`src/rtl/intc_pkg.sv`:
```
// intc_pkg: FSM encoding, register map and vector defaults shared by the interrupt controller
package intc_pkg;
    typedef enum logic [1:0] {
        ST_IDLE    = 2'd0,
        ST_REQ     = 2'd1,
        ST_SERVICE = 2'd2
    } state_e;
    localparam logic [1:0] INTC_ENABLE  = 2'd0;
    localparam logic [1:0] INTC_PENDING = 2'd1;
    localparam logic [1:0] INTC_STATUS  = 2'd2;
    localparam logic [1:0] INTC_GIE     = 2'd3;
    localparam int unsigned VEC_BASE_DEF   = 32'h0010;
    localparam int unsigned VEC_STRIDE_DEF = 2;
endpackage

```
`src/rtl/intc_prio.sv`:
```
// intc_prio: lowest-index-wins 8-to-3 priority encoder
//   req_i   : active request bits
//   idx_o   : index of the lowest set bit (0 when none)
//   valid_o : any bit set
module intc_prio (
    input  logic [7:0] req_i,
    output logic [2:0] idx_o,
    output logic       valid_o
);
    always_comb begin
        idx_o = '0;
        for (int i = 7; i >= 0; i--)
            if (req_i[i]) idx_o = 3'(i);
    end
    assign valid_o = |req_i;
endmodule

```
`src/rtl/intc.sv`:
```
// intc: 8-source edge-triggered interrupt controller with one outstanding request
//   clk, rst_n        : clock, async active-low reset
//   irq_src           : raw asynchronous interrupt lines (rising edge)
//   irq_req/vec/pc    : request, source index and handler address to fetch
//   irq_ack, eoi      : request taken by fetch / handler returned
//   cfg_we/addr/wd/rd : register bus (ENABLE, PENDING, STATUS, GIE)
module intc
    import intc_pkg::*;
#(
    parameter int          CPU_WIDTH  = 16,
    parameter int unsigned VEC_BASE   = VEC_BASE_DEF,
    parameter int unsigned VEC_STRIDE = VEC_STRIDE_DEF
) (
    input  logic                 clk,
    input  logic                 rst_n,
    input  logic [7:0]           irq_src,
    output logic                 irq_req,
    output logic [2:0]           irq_vec,
    output logic [CPU_WIDTH-1:0] irq_pc,
    input  logic                 irq_ack,
    input  logic                 eoi,
    input  logic                 cfg_we,
    input  logic [1:0]           cfg_addr,
    input  logic [CPU_WIDTH-1:0] cfg_wd,
    output logic [CPU_WIDTH-1:0] cfg_rd
);
    logic [7:0] s1_q, s2_q, prev_q, en_q, en_d, pend_q, pend_d;
    logic [7:0] rise, clr, act;
    logic [1:0] arm_q;
    logic       gie_q, gie_d, act_v;
    logic [2:0] vec_q, vec_d, act_idx;
    state_e     state_q, state_d;
    logic       unused_wd;

    intc_prio u_prio (.req_i(act), .idx_o(act_idx), .valid_o(act_v));

    always_comb begin
        // edges are masked until prev has captured a real sample, so a line
        // already high at reset release is not seen as rising
        rise   = (arm_q == 2'd3) ? (s2_q & ~prev_q) : '0;
        clr    = ((state_q == ST_REQ && irq_ack) ? (8'd1 << vec_q) : 8'd0)
               | ((cfg_we && cfg_addr == INTC_PENDING) ? cfg_wd[7:0] : 8'd0);
        pend_d = (pend_q & ~clr) | rise;
        en_d   = (cfg_we && cfg_addr == INTC_ENABLE) ? cfg_wd[7:0] : en_q;
        gie_d  = (cfg_we && cfg_addr == INTC_GIE) ? cfg_wd[0] : gie_q;
        act    = pend_q & en_q;
        state_d = state_q;
        vec_d   = vec_q;
        case (state_q)
            ST_IDLE: if (gie_q && act_v) begin
                state_d = ST_REQ;
                vec_d   = act_idx;
            end
            ST_REQ: state_d = irq_ack ? ST_SERVICE : (!gie_d ? ST_IDLE : ST_REQ);
            ST_SERVICE: state_d = eoi ? ST_IDLE : ST_SERVICE;
            default: state_d = ST_IDLE;
        endcase
    end

    always_ff @(posedge clk or negedge rst_n) begin
        if (!rst_n) begin
            s1_q    <= '0;
            s2_q    <= '0;
            prev_q  <= '0;
            arm_q   <= '0;
            en_q    <= '0;
            pend_q  <= '0;
            gie_q   <= 1'b0;
            vec_q   <= '0;
            state_q <= ST_IDLE;
        end else begin
            s1_q    <= irq_src;
            s2_q    <= s1_q;
            prev_q  <= s2_q;
            arm_q   <= (arm_q == 2'd3) ? arm_q : arm_q + 2'd1;
            en_q    <= en_d;
            pend_q  <= pend_d;
            gie_q   <= gie_d;
            vec_q   <= vec_d;
            state_q <= state_d;
        end
    end

    assign irq_req = (state_q == ST_REQ);
    assign irq_vec = vec_q;
    assign irq_pc  = CPU_WIDTH'(VEC_BASE + 32'(vec_q) * VEC_STRIDE);
    assign cfg_rd  = (cfg_addr == INTC_ENABLE)  ? CPU_WIDTH'(en_q)
                   : (cfg_addr == INTC_PENDING) ? CPU_WIDTH'(pend_q)
                   : (cfg_addr == INTC_STATUS)  ? CPU_WIDTH'({state_q, vec_q})
                   : CPU_WIDTH'(gie_q);
    assign unused_wd = ^cfg_wd[CPU_WIDTH-1:8];
endmodule

```
`config.mk`:
```
export PLATFORM = sky130hd
export DESIGN_NAME = intc
export DESIGN_NICKNAME = d
export VERILOG_FILES = /design/src/rtl/intc_pkg.sv /design/src/rtl/intc_prio.sv /design/src/rtl/intc.sv
export SDC_FILE = /design/constraint.sdc
export NUM_CORES = 1
export LEC_CHECK = 0
export ABC_CLOCK_PERIOD_IN_PS = 3510
export CAP_MARGIN = 10
export CORE_UTILIZATION = 50
export CTS_CLUSTER_DIAMETER = 100
export DETAILED_ROUTE_END_ITERATION = 8
export GPL_TIMING_DRIVEN = 1
export PLACE_DENSITY = 0.88
export SLEW_MARGIN = 30
export SYNTH_ARGS = -nofsm -noshare
export SYNTH_HDL_FRONTEND = slang
export SYNTH_SLANG_ARGS = --single-unit
```
`constraint.sdc`:
```
create_clock -name clk -period 3.51 [get_ports clk]
set_input_delay 0.702 -clock clk [delete_from_list [all_inputs] [get_ports clk]]
set_output_delay 0.702 -clock clk [all_outputs]
set_load 0.02 [all_outputs]
```
==> metrics.md, run 1 <==
| Metric | Value |
|---|---|
| Total Neg Setup Slack | 0 ns |
| Die Y | 67.7 um |
| CTS tree | done |
| Worst slew pin tran | 0.585 ns |
| Post-route ant nets | 0 |
| Relative slew slack | 61.0% |
| Diodes inserted | 0 |
| Gpl congestion | 0.811 |
| Rows | 23 |
| Crit path max fanout | 7 |
| Netlist cell types | 38 |
| Seq/Total Area, Yosys | 55.6% |
| Req. time, crit path | 2.81 ns |
| Htree depth | 2 |
| Congestion Overflow GR | 0 |
| Share of cells above drive strength 1 | 13.2% |
| Design area | 2580 sq um |
| Sink Count | 48 |
| Core ar. | 4090 sq um |
| P per Cell Area | 623 nW/um^2 |
| Minimum clock period | 3.13 ns |
| Routed WL | 3.78 mm |
| Via Count | 1399 |
| HP Class | reg -> reg |
| PostCTS Resize Cnt | 0 |
| Mapped Area | 2160 sq um |
| Initial Util | 52.9% |
| CTS clk-pin slew, worst paths | 0.08 ns |
| Placed cell areas | 2470 sq um |
| Fin Clk Skew | 0.00618 ns |
| IO Port Bufs | 37 |
| Nets | 251 |
| P_leak | 1.10 nW |
| Min Hold Slack | 0.352 ns |
| DR DRC count | 0 |
| Worst ir drop on vdd | 0.308 mV |
| Synth Instances | 182 |
| Synth warn | 0 |
| Most used cell, CP | clkdlybuf4s50_1 |
| Outcome | finished, final reports clean |
| Global-route wire length before repair | 6.15 mm |
| Dpl cells | 262 |
| Mapped Avg Cell Area | 11.9 sq um |
| Root buf cell | clkbuf_8 |
| Routed len/inst | 14.0 um |
| Ports | 67 |
| 1st-iter DRT viols | 76 |
| Max-cap violations | 0 |
| Unrepaired setup endpoints after global routing | false |
| WP buf/inv | 2 |
| Vias in the first global route | 1316 |
| Crit-path slowest cell | clkdlybuf4s50_1 |
| Finished Layout Cells | 270 |
| Antenna violations before repair | 0 |
| Area Growth Syn to Fin | 19.3% |
| HPWL after DPL | 2.71 mm |
| Clock buffer count from CTS | 5 |
| CP cell instances | clkdlybuf4s50_1 -> mux4_1 -> clkdlybuf4s50_1 |
| F_max | 320 MHz |
| CP peak stage delay | 0.60 ns |
| Startpoint types | input port |
| GR Util All Layers | 19.1% |
| Largest delay contributor family on the critical path | buffers and inverters |
| Critical path type | in -> out |
| Critical Path AT | 2.43 ns |
| Final hold viol count | 0 |
| Synthesized flop and latch total | 48 |
| Fin. max-slew vios | 0 |
| Cts hold-fix bufs | 0 |
| First-pass DRT Iterations | 4 |
| Largest net degree at the start of global routing | 49 |
| Crit. End Element | primary output |
| Clk_lat worst skew | 0.30 ns |
| Crit share post-route | 89.2% |
| Maximum clock insertion buffer count | 2 |
| Die area | 4590 sq um |
| Die W | 67.7 um |
| Via density | 5.18 |
| Post-CTS Setup Inserts | 0 |
| Final Setup Violations | 0 |
## report_power, final
| part | switching (mW) | internal, mW |
|---|---|---|
| sequential | 0.102 | 0.635 |
| clock | 0.172 | 0.211 |
| combinational | 0.251 | 0.234 |
## cells by family (layout without fill, tap and decap cells)
family	Yosys count	in the layout	synth area share [%]
and+or+nand+nor	54	54	14.4
DFF	48	48	55.6
buffers and inverters	30	49	9.96
AOI/OAI and AO/OA	28	28	8.86
muxes	18	18	9.84
other	2	21	0.348
adders and majority gates	1	1	0.579
xor gates and xnor gates	1	1	0.405
## sequential cells by signal, summed over array words and instances, names as in the netlist
register  count
arm_q         2
en_q          8
gie_q         1
irq_vec       3
pend_q        8
prev_q        8
s1_q          8
s2_q          8
state_q       2
## per-layer routing
metal / vias up / track usage (%) / wire (um)
met3: 8 / 5.41 / 241
met2: 58 / 32.2 / 1960
met4: 0 / 9.04 / 91
met5: - / 0 / 0
met1: 675 / 22.3 / 1490
li1: 658 / - / -
## final cells by class
cell class              instances  area (sq um)
clock inverters                 2          35.0
repair buffers                 39           383
flip-flops and latches         48          1200
well taps                      50          62.6
fillers                       341          1510
multi-input cells             123           816
clock buffers                   6          72.6
inverters                       2          7.51
## cells in the final DEF (no fill, tap or decap), types with 2 or more instances in the layout
master and n:
mux2i_1 7, clkbuf_8 5, buf_4 3, nand2_1 28
nor2_1 3, inv_1 2, nand3b_1 8, clkdlybuf4s50_1 36
o311ai_1 2, dfrtp_1 48, nand3_1 2, conb_1 21
nand2b_1 3, mux2_2 9, o211ai_1 7, o21ai_0 7
and2b_2 2, a22oi_1 2, a21oi_1 4
## through the flow
step	setup WS, ns	total power [mW]	util, %
finish	0.380	1.61	63.1
floorplan	1.30	1.05	-
CTS	0.369	1.62	63.1
global route	0.305	1.71	63.1
detailed placement	0.374	1.23	60.4
global placement	0.399	1.22	60.4
## Yosys cell counts, drive strengths merged
master,instances,area [sq um]
ha,1,12.5
clkbuf,1,3.75
buf,27,204
a21oi,4,20.0
and2,1,6.26
nor3b,2,31.3
and2b,2,17.5
nand4,1,6.26
o311ai,2,17.5
or2,1,6.26
nand2,28,105
xnor2,1,8.76
a22oi,3,27.5
conb,2,7.51
dfrtp,48,1200
o21ai,8,40.0
nand2b,3,18.8
a31o,1,8.76
o2bb2ai,1,8.76
mux2,10,116
a32o,1,10.0
nand3b,9,71.3
nand3,3,27.5
and3b,1,10.0
mux2i,7,70.1
inv,2,7.51
nor2,3,11.3
a31oi,1,6.26
mux4,1,26.3
o211ai,7,52.6
## final timing paths
check | start | endpoint | slack, ns | cells after the start
min in group asynchronous | rst_n | irq_vec[1] | 0.40 | 1
worst min register to register | s1_q[2] | s2_q[2] | 0.35 | 0
max in group asynchronous | rst_n | pend_q[0] | 2.71 | 1
worst min-delay path | s1_q[2] | s2_q[2] | 0.35 | 0
worst max register to register | en_q[3] | irq_vec[0] | 2.15 | 4
worst max-delay path | cfg_addr[1] | cfg_rd[0] | 0.38 | 3
(Power assumes the default switching activity.)
==> inputs of run 2 (changes only) <==
- MAX_ROUTING_LAYER: default -> met4
==> metrics.md, run 2 (synthesized netlist as in run 1, its figures left out) <==
| Metric | Value |
|---|---|
| CTS clk-pin slew, worst paths | 0.08 ns (about the same) |
| Crit-path slowest cell | clkdlybuf4s50_1 (unchanged) |
| Unrepaired setup endpoints after global routing | false (unchanged) |
| CP cell instances | clkdlybuf4s50_1 -> mux4_1 -> clkdlybuf4s50_1 (unchanged) |
| Rows | 23 (unchanged) |
| Minimum clock period | 3.13 ns (about the same) |
| F_max | 320 MHz (about the same) |
| Finished Core Util | 63.1% (unchanged) |
| Critical path type | in -> out (unchanged) |
| P per Cell Area | 623 nW/um^2 (about the same) |
| Die Y | 67.7 um (unchanged) |
| Req. time, crit path | 2.81 ns (about the same) |
| GR Util All Layers | 19.7% (was 19.1%) |
| Worst slew pin tran | 0.584 ns (was 0.585 ns) |
| Clk_lat worst skew | 0.30 ns (about the same) |
| Antenna violations before repair | 0 (unchanged) |
| Critical Path AT | 2.43 ns (about the same) |
| Fin Clk Skew | 0.00608 ns (was 0.00618 ns) |
| Startpoint types | input port (unchanged) |
| CP peak stage delay | 0.60 ns (about the same) |
| Largest delay contributor family on the critical path | buffers and inverters (unchanged) |
| P_leak | 1.10 nW (unchanged) |
| First-pass DRT Iterations | 4 (unchanged) |
| Die area | 4590 sq um (unchanged) |
| Via Count | 1396 (was 1399) |
| IO Port Bufs | 37 (unchanged) |
| Post-route ant nets | 0 (unchanged) |
| Final hold viol count | 0 (unchanged) |
| Routed len/inst | 14.0 um (unchanged) |
| Largest net degree at the start of global routing | 49 (unchanged) |
| Post-CTS Setup Inserts | 0 (unchanged) |
| Routed WL | 3.78 mm (unchanged) |
| WP buf/inv | 2 (unchanged) |
| Maximum clock insertion buffer count | 2 (unchanged) |
| Gpl congestion | 0.823 (was 0.811) |
| Diodes inserted | 0 (unchanged) |
| Sink Count | 48 (unchanged) |
| Most frequent cells in the layout | dfrtp_1, clkdlybuf4s50_1, nand2_1 (unchanged) |
| Final Setup Violations | 0 (unchanged) |
| Area Growth Syn to Fin | 19.3% (unchanged) |
| HP Class | reg -> reg (unchanged) |
| Relative slew slack | 61.0% (about the same) |
| Via density | 5.17 (was 5.18) |
| Nets | 251 (unchanged) |
| Clock buffer count from CTS | 5 (unchanged) |
| Most common cell after layout, fill and taps aside | dfrtp_1 (unchanged) |
| Vias in the first global route | 1317 (was 1316) |
| CTS tree | done (unchanged) |
| Cts hold-fix bufs | 0 (unchanged) |
| Crit share post-route | 89.2% (about the same) |
| Initial Util | 52.9% (unchanged) |
| Crit path max fanout | 7 (unchanged) |
| Share of cells above drive strength 1 | 13.2% (unchanged) |
| Most used cell, CP | clkdlybuf4s50_1 (unchanged) |
| Outcome | finished, final reports clean (unchanged) |
| Die W | 67.7 um (unchanged) |
| Max-cap violations | 0 (unchanged) |
| Root buf cell | clkbuf_8 (unchanged) |
| Htree depth | 2 (unchanged) |
| Fin. max-slew vios | 0 (unchanged) |
| PostCTS Resize Cnt | 0 (unchanged) |
| Congestion Overflow GR | 0 (unchanged) |
| Worst ir drop on vdd | 0.308 mV (about the same) |
| Ports | 67 (unchanged) |
| Total Neg Setup Slack | 0 ns (unchanged) |
| Core ar. | 4090 sq um (unchanged) |
| HPWL after DPL | 2.71 mm (unchanged) |
| 1st-iter DRT viols | 78 (was 76) |
| DR DRC count | 0 (unchanged) |
| Crit. End Element | primary output (unchanged) |
| Global-route wire length before repair | 6.15 mm (unchanged) |
## run 2: per-layer routing
layer  up-vias  track usage [%]  wire length (um)
met5         -                -                 0
met4         0             9.04                91
met3         8             5.41               241
met2        58             32.1              1960
met1       672             22.6              1490
li1        658                -                 -
## run 2: through the flow
stage / std cells / hold WS [ns] / setup slack, ns / area, sq um / total power, mW
floorplan: 201 / 0.331 / 1.30 / 2230 / 1.05
global placement: 262 / 0.331 / 0.399 / 2470 / 1.22
detailed placement: 262 / 0.336 / 0.374 / 2470 / 1.23
CTS: 270 / 0.355 / 0.369 / 2580 / 1.62
global route: 270 / 0.366 / 0.305 / 2580 / 1.71
finish: 270 / 0.352 / 0.380 / 2580 / 1.61
## run 2: power breakdown
part	switching [mW]	internal [mW]	leakage (nW)
clock network	0.173	0.211	0.0552
registers	0.103	0.635	0.545
logic	0.251	0.234	0.501
total	0.526	1.08	1.10
## run 2: path summary, 6_finish.rpt
kind / startpoint / slack [ns] / cells past startpoint / endpoint
worst max-delay path: cfg_addr[1] / 0.38 / 3 / cfg_rd[0]
worst min register to register: s1_q[2] / 0.35 / 0 / s2_q[2]
worst min-delay path: s1_q[2] / 0.35 / 0 / s2_q[2]
worst max register to register: en_q[3] / 2.15 / 4 / irq_vec[0]
max in group asynchronous: rst_n / 2.71 / 1 / pend_q[0]
min in group asynchronous: rst_n / 0.40 / 1 / irq_vec[1]
## run 2: layout make-up
class / instances / area (sq um)
fill: 341 / 1510
sequential: 48 / 1200
multi-input combinational: 123 / 816
timing repair buffer: 39 / 383
clock buffer: 6 / 72.6
tap: 50 / 62.6
clock inverter: 2 / 35.0
inverter: 2 / 7.51
